`src/rtl/cpu7_ifu_ibuf_pkg.sv`:
```
// rtl/cpu7_ifu_ibuf_pkg.sv - shared types and constants for the IFU instruction buffer
package cpu7_ifu_ibuf_pkg;

  // Default buffer depth in instructions.
  localparam int IBUF_DEPTH = 4;

  // Byte distance between the two instructions of a fetch packet.
  localparam logic [31:0] IBUF_INST_STEP = 32'd4;

  // One buffered instruction together with the PC it was fetched from.
  typedef struct packed {
    logic [31:0] pc;
    logic [31:0] inst;
  } ibuf_entry_t;

  // A packet whose first wanted instruction is the upper word carries only one instruction.
  function automatic logic [1:0] ibuf_npush(input logic pc_upper_word);
    return pc_upper_word ? 2'd1 : 2'd2;
  endfunction

endpackage

```
`src/rtl/cpu7_ifu_ibuf_if.sv`:
```
// rtl/cpu7_ifu_ibuf_if.sv - fetch-return and decode-side signals of the instruction buffer
interface cpu7_ifu_ibuf_if;

  // Fetch packet from the icache return stage.
  logic [63:0] icu_ifu_data_ic2;
  logic        icu_ifu_data_valid_ic2;
  logic [31:0] fdp_ibuf_pc_ic2;
  logic        ibuf_fdp_ready;

  // Decode-side head of the buffer.
  logic        exu_ifu_stall_req;
  logic        ibuf_dec_vld_d;
  logic [31:0] ibuf_dec_inst_d;
  logic [31:0] ibuf_dec_pc_d;

  // Fetch/decode environment around the buffer.
  modport master (
    output icu_ifu_data_ic2, icu_ifu_data_valid_ic2, fdp_ibuf_pc_ic2, exu_ifu_stall_req,
    input  ibuf_fdp_ready, ibuf_dec_vld_d, ibuf_dec_inst_d, ibuf_dec_pc_d
  );

  // The buffer itself.
  modport slave (
    input  icu_ifu_data_ic2, icu_ifu_data_valid_ic2, fdp_ibuf_pc_ic2, exu_ifu_stall_req,
    output ibuf_fdp_ready, ibuf_dec_vld_d, ibuf_dec_inst_d, ibuf_dec_pc_d
  );

endinterface

```
`src/rtl/cpu7_ifu_ibuf.sv`:
```
// rtl/cpu7_ifu_ibuf.sv - instruction fetch buffer between icache return and decode
module cpu7_ifu_ibuf
  import cpu7_ifu_ibuf_pkg::*;
#(
  parameter int DEPTH = IBUF_DEPTH,
  parameter int PTR_W = $clog2(DEPTH)
) (
  input  logic              clk,
  input  logic              reset,
  cpu7_ifu_ibuf_if.slave    ibus,
  input  logic              ibuf_flush,
  output logic [PTR_W:0]    ibuf_count
);

  typedef logic [PTR_W-1:0] ptr_t;
  typedef logic [PTR_W:0]   cnt_t;

  ibuf_entry_t mem [DEPTH];

  ptr_t        wr_ptr;
  ptr_t        rd_ptr;
  ptr_t        wr_ptr_p1;
  cnt_t        count;
  cnt_t        count_next;
  ptr_t        wr_ptr_next;
  ptr_t        rd_ptr_next;
  logic        ready;
  logic        push;
  logic        pop;
  logic        vld;
  logic [1:0]  npush;
  ibuf_entry_t head;

  // Room for a full two-instruction packet, judged on the registered count only.
  assign ready     = (count <= cnt_t'(DEPTH - 2));
  assign vld       = (count != '0);
  assign push      = ibus.icu_ifu_data_valid_ic2 & ready & ~ibuf_flush;
  assign pop       = vld & ~ibus.exu_ifu_stall_req & ~ibuf_flush;
  assign wr_ptr_p1 = wr_ptr + ptr_t'(1);
  assign head      = mem[rd_ptr];

  // Next occupancy and pointer values for a non-flush cycle.
  always_comb begin
    npush       = 2'd0;
    count_next  = count;
    wr_ptr_next = wr_ptr;
    rd_ptr_next = rd_ptr;
    if (push) begin
      npush = ibuf_npush(ibus.fdp_ibuf_pc_ic2[2]);
    end
    count_next  = count + cnt_t'(npush) - cnt_t'(pop);
    wr_ptr_next = wr_ptr + ptr_t'(npush);
    rd_ptr_next = rd_ptr + ptr_t'(pop);
  end

  // Pointer and count registers; a redirect empties the buffer and realigns pointers.
  always_ff @(posedge clk or posedge reset) begin
    if (reset) begin
      wr_ptr <= '0;
      rd_ptr <= '0;
      count  <= '0;
    end else if (ibuf_flush) begin
      wr_ptr <= '0;
      rd_ptr <= '0;
      count  <= '0;
    end else begin
      wr_ptr <= wr_ptr_next;
      rd_ptr <= rd_ptr_next;
      count  <= count_next;
    end
  end

  // Entry storage: an aligned packet fills two slots, an upper-word packet fills one.
  always_ff @(posedge clk) begin
    if (push) begin
      if (!ibus.fdp_ibuf_pc_ic2[2]) begin
        mem[wr_ptr]    <= '{pc: ibus.fdp_ibuf_pc_ic2, inst: ibus.icu_ifu_data_ic2[31:0]};
        mem[wr_ptr_p1] <= '{pc: ibus.fdp_ibuf_pc_ic2 + IBUF_INST_STEP,
                            inst: ibus.icu_ifu_data_ic2[63:32]};
      end else begin
        mem[wr_ptr]    <= '{pc: ibus.fdp_ibuf_pc_ic2, inst: ibus.icu_ifu_data_ic2[63:32]};
      end
    end
  end

  // Decode outputs are zeroed while the buffer is empty so stale slots never leak out.
  always_comb begin
    ibus.ibuf_fdp_ready  = ready;
    ibus.ibuf_dec_vld_d  = vld;
    ibus.ibuf_dec_inst_d = vld ? head.inst : 32'd0;
    ibus.ibuf_dec_pc_d   = vld ? head.pc   : 32'd0;
    ibuf_count           = count;
  end

  // Fetch must not present a packet while the buffer reports no room (redirect cycles excepted).
  ap_no_valid_without_ready : assert property (
    @(posedge clk) disable iff (reset)
    !(ibus.icu_ifu_data_valid_ic2 && !ready && !ibuf_flush)
  );

  // Occupancy can never exceed the buffer depth.
  ap_count_bound : assert property (
    @(posedge clk) disable iff (reset)
    count <= cnt_t'(DEPTH)
  );

endmodule

```
`src/flat_wrapper.sv`:
```
// flat-port wrapper written by rule: the top's interface ports become plain ports
module cpu7_ifu_ibuf_flat import cpu7_ifu_ibuf_pkg::*;
#(
  parameter int DEPTH = IBUF_DEPTH,
  parameter int PTR_W = $clog2(DEPTH)
)
  (clk, reset, ibuf_flush, ibuf_count, ibus_icu_ifu_data_ic2, ibus_icu_ifu_data_valid_ic2, ibus_fdp_ibuf_pc_ic2, ibus_exu_ifu_stall_req, ibus_ibuf_fdp_ready, ibus_ibuf_dec_vld_d, ibus_ibuf_dec_inst_d, ibus_ibuf_dec_pc_d);
  cpu7_ifu_ibuf_if ibus_i ();
  input  logic clk;
  input  logic reset;
  input  logic ibuf_flush;
  output logic [PTR_W:0] ibuf_count;
  input wire logic [$bits(ibus_i.icu_ifu_data_ic2)-1:0] ibus_icu_ifu_data_ic2;
  input wire logic [$bits(ibus_i.icu_ifu_data_valid_ic2)-1:0] ibus_icu_ifu_data_valid_ic2;
  input wire logic [$bits(ibus_i.fdp_ibuf_pc_ic2)-1:0] ibus_fdp_ibuf_pc_ic2;
  input wire logic [$bits(ibus_i.exu_ifu_stall_req)-1:0] ibus_exu_ifu_stall_req;
  output wire logic [$bits(ibus_i.ibuf_fdp_ready)-1:0] ibus_ibuf_fdp_ready;
  output wire logic [$bits(ibus_i.ibuf_dec_vld_d)-1:0] ibus_ibuf_dec_vld_d;
  output wire logic [$bits(ibus_i.ibuf_dec_inst_d)-1:0] ibus_ibuf_dec_inst_d;
  output wire logic [$bits(ibus_i.ibuf_dec_pc_d)-1:0] ibus_ibuf_dec_pc_d;
  assign ibus_i.icu_ifu_data_ic2 = ibus_icu_ifu_data_ic2;
  assign ibus_i.icu_ifu_data_valid_ic2 = ibus_icu_ifu_data_valid_ic2;
  assign ibus_i.fdp_ibuf_pc_ic2 = ibus_fdp_ibuf_pc_ic2;
  assign ibus_i.exu_ifu_stall_req = ibus_exu_ifu_stall_req;
  assign ibus_ibuf_fdp_ready = ibus_i.ibuf_fdp_ready;
  assign ibus_ibuf_dec_vld_d = ibus_i.ibuf_dec_vld_d;
  assign ibus_ibuf_dec_inst_d = ibus_i.ibuf_dec_inst_d;
  assign ibus_ibuf_dec_pc_d = ibus_i.ibuf_dec_pc_d;
  cpu7_ifu_ibuf #(.DEPTH(DEPTH), .PTR_W(PTR_W)) u_core (.clk(clk), .reset(reset), .ibus(ibus_i), .ibuf_flush(ibuf_flush), .ibuf_count(ibuf_count));
endmodule
```
`config.mk`:
```
export PLATFORM = sky130hd
export DESIGN_NAME = cpu7_ifu_ibuf_flat
export DESIGN_NICKNAME = d
export VERILOG_FILES = /design/src/rtl/cpu7_ifu_ibuf_pkg.sv /design/src/rtl/cpu7_ifu_ibuf_if.sv /design/src/rtl/cpu7_ifu_ibuf.sv /design/src/flat_wrapper.sv
export SDC_FILE = /design/constraint.sdc
export NUM_CORES = 1
export LEC_CHECK = 0
export ABC_CLOCK_PERIOD_IN_PS = 9300
export CAP_MARGIN = 20
export CELL_PAD_IN_SITES_DETAIL_PLACEMENT = 0
export CELL_PAD_IN_SITES_GLOBAL_PLACEMENT = 1
export CORE_MARGIN = 2
export CORE_UTILIZATION = 35
export CTS_BUF_LIST = sky130_fd_sc_hd__clkbuf_16
export CTS_CLUSTER_SIZE = 24
export DETAILED_ROUTE_END_ITERATION = 12
export PLACE_DENSITY = 0.68
export SYNTH_ARGS = -nofsm -noshare
export SYNTH_HDL_FRONTEND = slang
export SYNTH_SLANG_ARGS = --single-unit
```
`constraint.sdc`:
```
create_clock -name clk -period 9.3 [get_ports clk]
set_input_delay 2.79 -clock clk [delete_from_list [all_inputs] [get_ports clk]]
set_output_delay 2.79 -clock clk [all_outputs]
set_load 0.02 [all_outputs]
```
* Word level (Yosys, flattened, before mapping)
Memory sizes are Yosys's and may differ from the RTL's.
Cells that the tools add are included.
** Cells by class
- $add $sub $neg :: 6
- Magnitude comparators :: 1
- Muxes and demuxes :: 14
- Bitwise logic cells :: 7
- Reductions and logical operators :: 1
** Operators with widths (count)
- $mux W32 :: 2
- $mux W64 :: 1
- $add A32 B3 Y32 const B :: 1
- $mux W2 :: 4
- $mux W1 :: 6
- $and A1 B1 Y1 :: 4
- $add A3 B2 Y3 :: 1
- $le A3 B2 Y1 const B :: 1
- $mux W3 :: 1
- $reduce_bool A3 Y1 :: 1
- $sub A3 B1 Y3 :: 1
- $add A2 B1 Y2 :: 1
- $add A2 B1 Y2 const B :: 1
- $add A2 B2 Y2 :: 1
- $not A1 Y1 :: 2
- $or A1 B1 Y1 :: 1
** Storage, ports and cells
- Register bits after elaboration :: 7
- Bits in writable memories :: 256
- Input bits :: 101
- Output and inout port bits :: 69
- Logic and storage cells :: 33
- Memories :: 1
** Memories
- u_core.mem :: depth 4, width 64, read ports 1, clocked after memory_dff 0, write ports 2, line cpu7_ifu_ibuf.sv:18 : ibuf_entry_t mem [DEPTH];

* Logic depth before layout (Yosys ltp)
Gate-level depths: netlist of the first run.
- Word-level depth :: 7
- Gate-level depth with buffers :: 10

* Worst setup path before layout of the first run
OpenSTA, ideal clock, no wires.
- Kind :: input-to-reg
- From :: in ibuf_flush
- To :: mem u_core.mem[3][0] (netlist bit) (enable)
- Setup time :: 0.429 ns
- Arrival time :: 5.065 ns
- Data required time :: 8.871 ns
- Path slack :: 3.806 ns
- Stages on the path :: 4
- Cells stage by stage :: buf_2 and3b_1 clkbuf_1 and3_1
** RTL lines
- start: declaration :: line flat_wrapper.sv:11 : input logic ibuf_flush;
- end: declaration :: line cpu7_ifu_ibuf.sv:18

* Final worst setup path of the first run
- From :: reg u_core.rd_ptr[0]
- To :: out ibus_ibuf_dec_inst_d[31]
** On the way
- Word-level cells in the longest chain between the ends :: 2
** RTL lines
- start: declaration :: line cpu7_ifu_ibuf.sv:21 : ptr_t rd_ptr;
- start signal: assignment :: line cpu7_ifu_ibuf.sv:68 : rd_ptr <= rd_ptr_next;
- $mem_v2 Z4 W64
- $mux W32 :: line cpu7_ifu_ibuf.sv:90 : ibus.ibuf_dec_inst_d = vld ? head.inst : 32'd0;
- end: declaration :: line flat_wrapper.sv:19 : output wire logic [$bits(ibus_i.ibuf_dec_inst_d)-1:0] ibus_ibuf_dec_inst_d;
No other way between the ends.

==> results of run 1 <==
-- stage by stage --
step	instance area, um2	setup WS (ns)	cells
after floorplan	13000	3.81	834
after global placement	15000	2.99	1367
after detailed placement	15000	2.97	1368
after CTS	15900	2.84	1422
after global routing	15900	2.71	1422
final	15900	3.00	1422
-- kinds of logic after synthesis --
group                      count (synthesis)
AOI/OAI and AO/OA                         11
xor gates and xnor gates                  61
adders and majority gates                  7
buffers and inverters                    124
DFF                                      263
muxes                                    196
and+or+nand+nor                          172
-- synthesized netlist by cell type, drive strengths merged --
library cell,count
nand2b,2
clkbuf,88
and3,4
nor3,7
or3,1
nor2b,3
o21a,1
nand2,33
dfrtp,7
a31o,3
nor2,11
a21oi,5
a21o,1
fa,1
o21ai,1
inv,7
ha,6
nor4,3
and3b,1
edfxtp,256
nand3,10
and2,68
nor3b,1
mux4,64
or4b,1
mux2,132
nand4,27
xnor2,61
buf,29
-- how the worst max path moves through the flow --
stage / to / start / slack [ns] / cells after the start
3_3_place_gp: u_core.mem[1][15]$_DFFE_PP_ / ibus_fdp_ibuf_pc_ic2[2] / 2.99 / 6
5_1_grt: ibus_ibuf_dec_pc_d[1] / u_core.rd_ptr[0]$_DFF_PP0_ / 2.71 / 4
6_report: ibus_ibuf_dec_inst_d[31] / u_core.rd_ptr[0]$_DFF_PP0_ / 3.00 / 4
2_1_floorplan: u_core.mem[3][0]$_DFFE_PP_ / ibuf_flush / 3.81 / 4
4_1_cts: ibus_ibuf_dec_pc_d[1] / u_core.rd_ptr[0]$_DFF_PP0_ / 2.84 / 4
3_5_place_dp: u_core.mem[3][21]$_DFFE_PP_ / ibus_fdp_ibuf_pc_ic2[2] / 2.97 / 6
-- layer usage --
metal  part of all wire  global-route usage  vias to the layer above
met5            0.00052                   0                        -
met4              0.014              0.0312                        2
met3              0.056              0.0269                       40
met2               0.48               0.277                      192
met1               0.45               0.221                     3717
li1                   -                   -                     3313
-- flip-flops by register name, indices dropped and copies added (netlist names) --
| name | count |
|---|---|
| u_core.mem | 256 |
| u_core.rd_ptr | 2 |
| u_core.wr_ptr | 2 |
| u_core.ibuf_count | 3 |
-- area by class of cell --
cell class                      count  area, um2  share of cell area
Clock inverter                     23        124             0.00780
Timing Repair Buffer              183       1800               0.113
Sequential cell                   263       7870               0.495
Multi-Input combinational cell    447       4710               0.296
Inverter                            7       26.3             0.00165
Clock buffer                       31        776              0.0488
Tap cell                          468        586              0.0369
-- power groups by stage --
stage	registers, mW	logic, mW	clock network [mW]
after global placement	1.46	1.05	0
after floorplan	1.44	0.605	0
final	1.44	1.04	1.08
after detailed placement	1.46	1.06	0
after CTS	1.44	1.06	1.12
after global routing	1.44	1.12	1.16
-- worst max-delay path, stage by stage, from the launching register on --
cell,delay [ns]
dfrtp_4,0.94
buf_4,0.69
mux4_2,0.57
and2_1,0.16
clkdlybuf4s50_1,0.59
==> out/results.md, run 1 <==
| Step | Metric | This run |
|:---|:---|:---|
| sta | Clock Skew | 0.0163 ns |
| sta | Max Slew Vio Count | 0 |
| power and ir drop | Seq pwr share | 0.404 |
| clock network | Setup Fix Bufs, Post-CTS | 0 |
| clock network | Clock input transition at the sequential cells of the worst setup and hold paths | 0.06 ns |
| clock network | Clock sinks | 263 |
| cells and area | Most common library cell in the layout ignoring fill and taps | edfxtp_1 |
| synth | Cell variety after synth | 33 |
| synth | Post-synthesis instance total | 834 |
| clock network | Clock network latency to the later pin of the worst-skew pair | 0.55 ns |
| power and ir drop | Combinational group share of total power | 0.292 |
| die | Floorplan Core Area | 36,600 um2 |
| routing | First-iteration detailed-routing DRC count | 336 |
| power and ir drop | Power consumption | 3.56 mW |
| sta | RSZ-0062 raised after global routing | no |
| worst setup path | Critical path required time | 6.51 ns |
| routing | First-pass detailed-route iteration total | 4 |
| worst setup path | Reg2Reg Setup Slack | 6.09 ns |
| synth | Synthesized Nets | 942 |
| sta | Setup-violating endpoint count in the final report | 0 |
| clock network | Inserted Clock Buffers | 30 |
| sta | Fmax | 159 MHz |
| synth | Basic-gate share of the synthesized area counting and, or, nand and nor cells | 0.0774 |
| sta | Min cycle time layout | 6.30 ns |
| synth | Synthesized area | 13,000 um2 |
| routing | Via density per instance | 5.11 |
| cells and area | Area delta synth->final | 22.3% |
| job | Max-cap check violation count | 0 |
| grt | Maximum number of pins on one net before global-route repair | 46 |
| worst hold path | WHS Endpoint | u_core.ibuf_count[2]$_DFF_PP0_ |
| clock network | H-tree levels | 1 |
| worst setup path | Category of the worst setup path capture point | output pin |
| worst setup path | Critical path fanouts, max | 35 |
| synth | Synthesized-area fraction occupied by xor and xnor cells | 0.0411 |
| grt | Global-route wire length before repair | 47,700 um |
| clock network | Hold buffers post-CTS | 0 |
| cells and area | ANT cells | 0 |
| grt | Global-route usage over all layers | 0.162 |
| power and ir drop | Leakage power total | 5.05 nW |
| clock network | CTS Root Cell | clkbuf_16 |
| sta | Share of the clock period used by the worst path | 0.677 |
| cells and area | Fraction of final layout cells sized beyond drive strength 1 | 0.240 |
| clock network | CTS tree | built |
| sta | Hold Violations, Final | 0 |
| die | I/O Pins | 170 |
| synth | Area share of the largest cell type after synthesis | 0.592 |
| power and ir drop | Cell internal power dissipation | 2.52 mW |
| clock network | Resize count post-CTS | 0 |
| grt | Number of global-route vias before repair | 7,964 |
| die | Starting utilization of the core area | 0.355 |
| worst setup path | Number of cells on the worst reg-to-reg path | 4 |
| synth | Share of cell area taken by muxes after synthesis | 0.225 |
| synth | Top post-synthesis cells by area | edfxtp_1 59%, mux4_2 11%, mux2_2 8.0%, xnor2_1 4.1%, mux2_1 3.5% |
| routing | Vias after detailed routing | 7,264 |
| power and ir drop | Switching portion of total power | 0.292 |
| worst setup path | Setup CP Type | reg2out |
| worst setup path | Setup crit start kind | flop |
| cells and area | Most frequent cells in the layout | 256 x edfxtp_1, 169 x clkdlybuf4s50_1, 92 x mux2_2 |
| die | # rows | 70 |
| place | Final weighted congestion of routability-driven global placement | 0.707 |
| place | Post-DP HPWL | 18,800 um |
| sta | Smallest hold slack | 0.775 ns |
| grt | Congestion Overflow GR | 0 |
| worst hold path | Worst min path class | reg2reg |
| synth | Average cell area after synthesis | 15.6 um2 |
| worst hold path | Hold path startpoint | u_core.ibuf_count[2]$_DFF_PP0_ |
| die | Die Outline Area | 38,700 um2 |
| sta | Actual slew at the worst max-slew pin | 0.854 ns |
| power and ir drop | Portion of total power attributed to the clock network | 0.305 |
| power and ir drop | Net switching power | 1.04 mW |
| cells and area | Fillers | 3,327 |
| worst setup path | Startpoint of the lowest-slack register-to-register path | u_core.ibuf_count[2]$_DFF_PP0_ |
| status | Result of the run | finished clean |
| synth | Synthesis warning total | 0 |
| cells and area | Post-layout util | 0.434 |
| worst setup path | Crit Reg-Reg Endpoint | u_core.mem[1][49]$_DFFE_PP_ |
| synth | Dominant combinational cell family by area after synthesis | multiplexers |
| sta | Relative slew slack | 0.429 |
| routing | Routed len/inst | 21.8 um |
| synth | Adder-Cell Fraction of Synth Area | 0.00732 |
| routing | DRC | 0 |
| synth | Number of synthesized register bits | 263 |
| worst setup path | Data arrival at the endpoint of the critical path | 3.51 ns |
| synth | Cell type with the largest total area after synthesis | edfxtp_1 |
| die | Chip width | 197 um |
| grt | Number of antenna violations at the first check in global routing | 1 |
| cells and area | Net count, final | 1,040 |
| routing | Total wire length after detailed routing | 31,100 um |
| synth | Compound-cell area share of the yosys netlist | 0.00549 |
| power and ir drop | Worst vdd ir | 0.129 mV |
| sta | Aggregate negative setup slack | 0 ns |
| synth | Share of synthesized area occupied by flip-flops and latches | 0.605 |
| clock network | CTS Buffer Depth | 3 |
| power and ir drop | Power density over the cells | 224 nW/um2 |
| worst hold path | Depth of the worst hold-timing path | 3 |
| routing | Antenna violation net count after detailed routing | 0 |
| die | Die Y-Extent | 197 um |
| place | Total of buffers placed on input and output ports | 169 |
Note: power is estimated with default switching activity, not from simulation.
==> inputs of run 2 (changes only) <==
--- a/config.mk
+++ b/config.mk
@@ -5,7 +5,7 @@
 export SDC_FILE = /design/constraint.sdc
 export NUM_CORES = 1
 export LEC_CHECK = 0
-export ABC_CLOCK_PERIOD_IN_PS = 9300
+export ABC_CLOCK_PERIOD_IN_PS = 5520
 export CAP_MARGIN = 20
 export CELL_PAD_IN_SITES_DETAIL_PLACEMENT = 0
 export CELL_PAD_IN_SITES_GLOBAL_PLACEMENT = 1
@@ -14,7 +14,7 @@
 export CTS_BUF_LIST = sky130_fd_sc_hd__clkbuf_16
 export CTS_CLUSTER_SIZE = 24
 export DETAILED_ROUTE_END_ITERATION = 12
-export PLACE_DENSITY = 0.68
+export PLACE_DENSITY = 0.71
 export SYNTH_ARGS = -nofsm -noshare
 export SYNTH_HDL_FRONTEND = slang
 export SYNTH_SLANG_ARGS = --single-unit
==> constraint.sdc (replaced) <==
create_clock -name clk -period 5.52 [get_ports clk]
set_input_delay 1.656 -clock clk [delete_from_list [all_inputs] [get_ports clk]]
set_output_delay 1.656 -clock clk [all_outputs]
set_load 0.02 [all_outputs]
==> out/results.md, run 2 (same netlist as run 1, synthesis figures left out) <==
| Step | Metric | This run |
|:---|:---|:---|
| routing | DRC | 0 |
| sta | Share of the clock period used by the worst path | 0.855 |
| cells and area | Area delta synth->final | 24.0% |
| die | Die Y-Extent | 197 um |
| cells and area | Net count, final | 1,049 |
| routing | Total wire length after detailed routing | 30,800 um |
| worst setup path | Critical path required time | 3.86 ns |
| place | Total of buffers placed on input and output ports | 169 |
| sta | Clock Skew | 0.00906 ns |
| clock network | Inserted Clock Buffers | 31 |
| grt | Number of global-route vias before repair | 7,868 |
| cells and area | Max FFs per register | 256 |
| routing | Via density per instance | 5.07 |
| clock network | CTS Root Cell | clkbuf_16 |
| die | Starting utilization of the core area | 0.355 |
| status | Result of the run | finished clean |
| die | I/O Pins | 170 |
| worst setup path | Setup crit start kind | flop |
| clock network | Setup Fix Bufs, Post-CTS | 0 |
| worst hold path | Worst min path class | reg2reg |
| cells and area | Largest Register | u_core.mem |
| worst setup path | Category of the worst setup path capture point | output pin |
| worst setup path | Setup CP Type | reg2out |
| sta | Aggregate negative setup slack | 0 ns |
| worst setup path | Data arrival at the endpoint of the critical path | 3.06 ns |
| cells and area | Most common library cell in the layout ignoring fill and taps | edfxtp_1 |
| clock network | Clock sinks | 263 |
| clock network | Resize count post-CTS | 0 |
| sta | Relative slew slack | 0.378 |
| sta | Smallest hold slack | 0.762 ns |
| sta | RSZ-0062 raised after global routing | no |
| sta | Min cycle time layout | 4.72 ns |
| clock network | Clock input transition at the sequential cells of the worst setup and hold paths | 0.06 ns |
| routing | Routed len/inst | 21.5 um |
| sta | Setup-violating endpoint count in the final report | 0 |
| cells and area | Area used by sequential logic in the layout | 7870 um2 |
| cells and area | Fraction of final layout cells sized beyond drive strength 1 | 0.250 |
| power and ir drop | Power density over the cells | 384 nW/um2 |
| job | Max-cap check violation count | 0 |
| cells and area | ANT cells | 0 |
| cells and area | Multi-input gate area in the final layout | 4710 um2 |
| sta | Max Slew Vio Count | 0 |
| clock network | CTS Buffer Depth | 3 |
| place | Final weighted congestion of routability-driven global placement | 0.728 |
| die | Floorplan Core Area | 36,600 um2 |
| routing | First-iteration detailed-routing DRC count | 397 |
| sta | Actual slew at the worst max-slew pin | 0.933 ns |
| clock network | H-tree levels | 1 |
| cells and area | Most frequent cells in the layout | 256 x edfxtp_1, 169 x clkdlybuf4s50_1, 92 x mux2_2 |
| place | Post-DP HPWL | 18,700 um |
| routing | Vias after detailed routing | 7,261 |
| grt | Global-route usage over all layers | 0.160 |
| grt | Congestion Overflow GR | 0 |
| power and ir drop | Worst vdd ir | 0.239 mV |
| clock network | CTS tree | built |
| routing | Antenna violation net count after detailed routing | 0 |
| sta | Fmax | 212 MHz |
| worst setup path | Critical path fanouts, max | 42 |
| sta | Hold Violations, Final | 0 |
| grt | Number of antenna violations at the first check in global routing | 0 |
| cells and area | Fillers | 3,325 |
| clock network | Clock network latency to the later pin of the worst-skew pair | 0.55 ns |
| die | Die Outline Area | 38,700 um2 |
| grt | Maximum number of pins on one net before global-route repair | 50 |
| power and ir drop | Leakage power total | 5.12 nW |
| die | # rows | 70 |
| routing | First-pass detailed-route iteration total | 4 |
| clock network | Hold buffers post-CTS | 0 |
| die | Chip width | 197 um |
| grt | Global-route wire length before repair | 47,200 um |
[run 2: changes by cell type in the layout (fill, tap and decap cells not counted), sizes merged]
cell	delta
buf	+8
bufinv	+3
clkinv	+6
inv	-6
[run 2: critical path, stage by stage, from the launching register on]
cell             delay, ns
dfrtp_1               0.44
or3_2                 0.93
buf_4                 0.39
and2_1                0.19
clkdlybuf4s50_1       0.55
[run 2: stage by stage]
stage / setup slack, ns / utilization / instance area (um2) / total power, mW / std cells
floorplan: 1.16 / - / 13000 / 3.44 / 834
global placement: 1.03 / 0.413 / 15100 / 4.25 / 1376
detailed placement: 1.01 / 0.413 / 15100 / 4.26 / 1376
CTS: 0.669 / 0.440 / 16100 / 6.29 / 1433
global route: 0.577 / 0.440 / 16100 / 6.45 / 1433
finish: 0.799 / 0.440 / 16100 / 6.18 / 1433
[run 2: cell type report]
| cell class | instances | share of cell area |
|---|---|---|
| sequential | 263 | 0.489 |
| multi-input combinational | 447 | 0.292 |
| timing repair buffer | 191 | 0.119 |
| clock buffer | 31 | 0.0482 |
| tap | 468 | 0.0364 |
| clock inverter | 26 | 0.0138 |
| inverter | 7 | 0.00163 |
[run 2: per-layer routing]
metal	up-vias	wire, um	share of wire	track usage
met2	179	15000	0.49	0.275
li1	3345	-	-	-
met1	3703	13700	0.45	0.215
met3	34	1660	0.054	0.0286
met5	-	0	0	0
met4	0	428	0.014	0.0312
[run 2: worst paths after layout]
path / start / endpoint / slack (ns) / depth (start not counted)
worst max-delay path: u_core.ibuf_count[2]$_DFF_PP0_ / ibus_ibuf_dec_inst_d[31] / 0.80 / 4
worst min-delay path: u_core.ibuf_count[2]$_DFF_PP0_ / u_core.ibuf_count[2]$_DFF_PP0_ / 0.76 / 3
worst max register to register: u_core.ibuf_count[2]$_DFF_PP0_ / u_core.ibuf_count[2]$_DFF_PP0_ / 2.58 / 9
worst min register to register: u_core.ibuf_count[2]$_DFF_PP0_ / u_core.ibuf_count[2]$_DFF_PP0_ / 0.76 / 3
max in group asynchronous: reset / u_core.rd_ptr[0]$_DFF_PP0_ / 3.86 / 2
min in group asynchronous: reset / u_core.ibuf_count[0]$_DFF_PP0_ / 1.41 / 2
[run 2: power breakdown]
group / leakage, nW / internal, mW / switching, mW
Combinational: 2.20 / 0.864 / 0.910
Clock: 0.500 / 1.20 / 0.802
Sequential: 2.42 / 2.34 / 0.0627
Total: 5.12 / 4.40 / 1.78
==> inputs of run 3 (changes only) <==
--- a/config.mk
+++ b/config.mk
@@ -5,16 +5,16 @@
 export SDC_FILE = /design/constraint.sdc
 export NUM_CORES = 1
 export LEC_CHECK = 0
-export ABC_CLOCK_PERIOD_IN_PS = 5520
+export ABC_CLOCK_PERIOD_IN_PS = 4720
 export CAP_MARGIN = 20
 export CELL_PAD_IN_SITES_DETAIL_PLACEMENT = 0
 export CELL_PAD_IN_SITES_GLOBAL_PLACEMENT = 1
 export CORE_MARGIN = 2
-export CORE_UTILIZATION = 35
+export CORE_UTILIZATION = 47
 export CTS_BUF_LIST = sky130_fd_sc_hd__clkbuf_16
 export CTS_CLUSTER_SIZE = 24
 export DETAILED_ROUTE_END_ITERATION = 12
-export PLACE_DENSITY = 0.71
+export PLACE_DENSITY = 0.86
 export SYNTH_ARGS = -nofsm -noshare
 export SYNTH_HDL_FRONTEND = slang
 export SYNTH_SLANG_ARGS = --single-unit
==> constraint.sdc (replaced) <==
create_clock -name clk -period 4.72 [get_ports clk]
set_input_delay 1.416 -clock clk [delete_from_list [all_inputs] [get_ports clk]]
set_output_delay 1.416 -clock clk [all_outputs]
set_load 0.02 [all_outputs]
==> out/results.md, run 3 (same netlist as run 1, synthesis figures left out) <==
| Step | Metric | This run |
|:---|:---|:---|
| grt | Global-route wire length before repair | 45,000 um |
| sta | Max Slew Vio Count | 0 |
| worst setup path | Crit Reg-Reg Endpoint | u_core.ibuf_count[2]$_DFF_PP0_ |
| place | Total of buffers placed on input and output ports | 169 |
| worst setup path | Worst setup path endpoint | ibus_ibuf_dec_inst_d[17] |
| clock network | CTS tree | built |
| worst setup path | Startpoint of the most critical setup path | u_core.ibuf_count[2]$_DFF_PP0_ |
| worst setup path | Startpoint of the lowest-slack register-to-register path | u_core.ibuf_count[2]$_DFF_PP0_ |
| power and ir drop | Portion of total power attributed to the clock network | 0.308 |
| worst setup path | Delay of the slowest cell on the worst path | 0.90 ns |
| job | Max-cap check violation count | 0 |
| grt | Congestion Overflow GR | 0 |
| cells and area | Most common library cell in the layout ignoring fill and taps | edfxtp_1 |
| sta | Smallest hold slack | 0.808 ns |
| power and ir drop | Combinational group share of total power | 0.292 |
| grt | Number of antenna violations at the first check in global routing | 1 |
| clock network | H-tree levels | 1 |
| clock network | Clock network latency to the later pin of the worst-skew pair | 0.54 ns |
| cells and area | Most frequent cells in the layout | 256 x edfxtp_1, 169 x clkdlybuf4s50_1, 92 x mux2_2 |
| clock network | Clock input transition at the sequential cells of the worst setup and hold paths | 0.06 ns |
| cells and area | Fraction of final layout cells sized beyond drive strength 1 | 0.257 |
| routing | Vias after detailed routing | 7,462 |
| sta | Hold Violations, Final | 0 |
| status | Result of the run | finished clean |
| sta | Setup-violating endpoint count in the final report | 0 |
| worst hold path | Worst min path class | reg2reg |
| die | Starting utilization of the core area | 0.481 |
| die | # rows | 60 |
| routing | Total wire length after detailed routing | 28,900 um |
| power and ir drop | Power density over the cells | 442 nW/um2 |
| worst setup path | Category of the worst setup path capture point | output pin |
| worst setup path | Setup CP Type | reg2out |
| die | Die Outline Area | 29,000 um2 |
| worst setup path | Stages on the worst setup path | 4 |
| power and ir drop | Power consumption | 7.05 mW |
| place | Final weighted congestion of routability-driven global placement | 0.789 |
| cells and area | Max FFs per register | 256 |
| power and ir drop | Seq pwr share | 0.400 |
| worst setup path | Reg2Reg Setup Slack | 1.80 ns |
| worst setup path | Number of cells on the worst reg-to-reg path | 9 |
| worst setup path | Buffer and inverter count on the worst path | 2 |
| routing | First-pass detailed-route iteration total | 5 |
| routing | Via density per instance | 5.70 |
| clock network | Setup Fix Bufs, Post-CTS | 0 |
| power and ir drop | Cell internal power dissipation | 5.05 mW |
| power and ir drop | Worst vdd ir | 0.398 mV |
| sta | Aggregate negative setup slack | 0 ns |
| power and ir drop | Leakage power total | 5.12 nW |
| die | Die Y-Extent | 170 um |
| grt | Maximum number of pins on one net before global-route repair | 41 |
| cells and area | Largest Register | u_core.mem |
| place | Post-DP HPWL | 18,400 um |
| grt | Number of global-route vias before repair | 7,872 |
| clock network | Clock sinks | 263 |
| worst setup path | Setup crit start kind | flop |
| die | Chip width | 170 um |
| cells and area | Net count, final | 1,052 |
| worst setup path | Cell breakdown of the critical path | or3_2, buf_4, and2_1, clkdlybuf4s50_1 |
| sta | Relative slew slack | 0.440 |
| worst setup path | Data arrival at the endpoint of the critical path | 2.94 ns |
| worst setup path | Cell type of the slowest stage on the worst timing path | or3_2 |
| clock network | Resize count post-CTS | 0 |
| power and ir drop | Switching portion of total power | 0.284 |
| routing | DRC | 0 |
| sta | Actual slew at the worst max-slew pin | 0.840 ns |
| sta | Min cycle time layout | 4.35 ns |
| sta | Clock Skew | 0.0144 ns |
| die | Floorplan Core Area | 27,000 um2 |
| routing | Antenna violation net count after detailed routing | 0 |
| sta | Fmax | 230 MHz |
| worst setup path | Crit path max-delay family | simple AND/OR/NAND/NOR gates |
| power and ir drop | Net switching power | 2.01 mW |
| sta | RSZ-0062 raised after global routing | no |
| cells and area | Area delta synth->final | 22.8% |
| grt | Global-route usage over all layers | 0.204 |
| worst setup path | Critical path fanouts, max | 40 |
| clock network | Hold buffers post-CTS | 0 |
| clock network | Inserted Clock Buffers | 28 |
| worst setup path | Critical path required time | 3.30 ns |
| clock network | CTS Buffer Depth | 3 |
| routing | Routed len/inst | 22.1 um |
| clock network | CTS Root Cell | clkbuf_16 |
| routing | First-iteration detailed-routing DRC count | 617 |
| die | I/O Pins | 170 |
| sta | Share of the clock period used by the worst path | 0.922 |
[run 3: how the worst min path moves through the flow]
stage | start | to | slack, ns | cells after the start
floorplan | u_core.rd_ptr[0]$_DFF_PP0_ | u_core.rd_ptr[0]$_DFF_PP0_ | 0.58 | 2
global placement | u_core.ibuf_count[2]$_DFF_PP0_ | u_core.ibuf_count[2]$_DFF_PP0_ | 0.76 | 3
detailed placement | u_core.ibuf_count[2]$_DFF_PP0_ | u_core.ibuf_count[2]$_DFF_PP0_ | 0.77 | 3
CTS | u_core.ibuf_count[2]$_DFF_PP0_ | u_core.ibuf_count[2]$_DFF_PP0_ | 0.78 | 3
global route | u_core.ibuf_count[2]$_DFF_PP0_ | u_core.ibuf_count[2]$_DFF_PP0_ | 0.89 | 3
finish | u_core.ibuf_count[2]$_DFF_PP0_ | u_core.ibuf_count[2]$_DFF_PP0_ | 0.81 | 3
[run 3: layer usage]
layer  GRT usage  up-vias  routed length [um]
met1       0.281     3842               12400
met4      0.0372        0                 347
met5           0        -                   0
met2       0.348      243               14300
li1            -     3348                   -
met3      0.0323       29                1780
[run 3: tightest hold or removal path, cell delays in order, from the launching register on]
cell	delay, ns
dfrtp_1	0.48
xnor2_1	0.13
xnor2_1	0.13
nor2_1	0.04
[run 3: area by class of cell]
type / instances / area (um2)
fill: 2071 / 11100
sequential: 263 / 7870
multi-input combinational: 447 / 4710
timing repair buffer: 197 / 2000
clock buffer: 29 / 726
tap: 341 / 427
clock inverter: 23 / 194
inverter: 7 / 26.3
antenna: 1 / 2.50
[run 3: metrics by stage]
| stage | util | area (um2) | std cells | setup slack (ns) |
|---|---|---|---|---|
| finish | 0.590 | 16000 | 1308 | 0.368 |
| global route | 0.590 | 16000 | 1307 | 0.205 |
| CTS | 0.590 | 16000 | 1307 | 0.305 |
| detailed placement | 0.556 | 15000 | 1255 | 0.556 |
| global placement | 0.556 | 15000 | 1255 | 0.627 |
| floorplan | - | 13000 | 834 | 0.600 |
[run 3: power by group through the flow]
stage	sequential [mW]	clock [mW]	combinational (mW)
5_1_grt	2.84	2.32	2.20
3_3_place_gp	2.87	0	2.06
6_report	2.82	2.17	2.06
3_5_place_dp	2.87	0	2.08
2_1_floorplan	2.83	0	1.19
4_1_cts	2.82	2.22	2.09
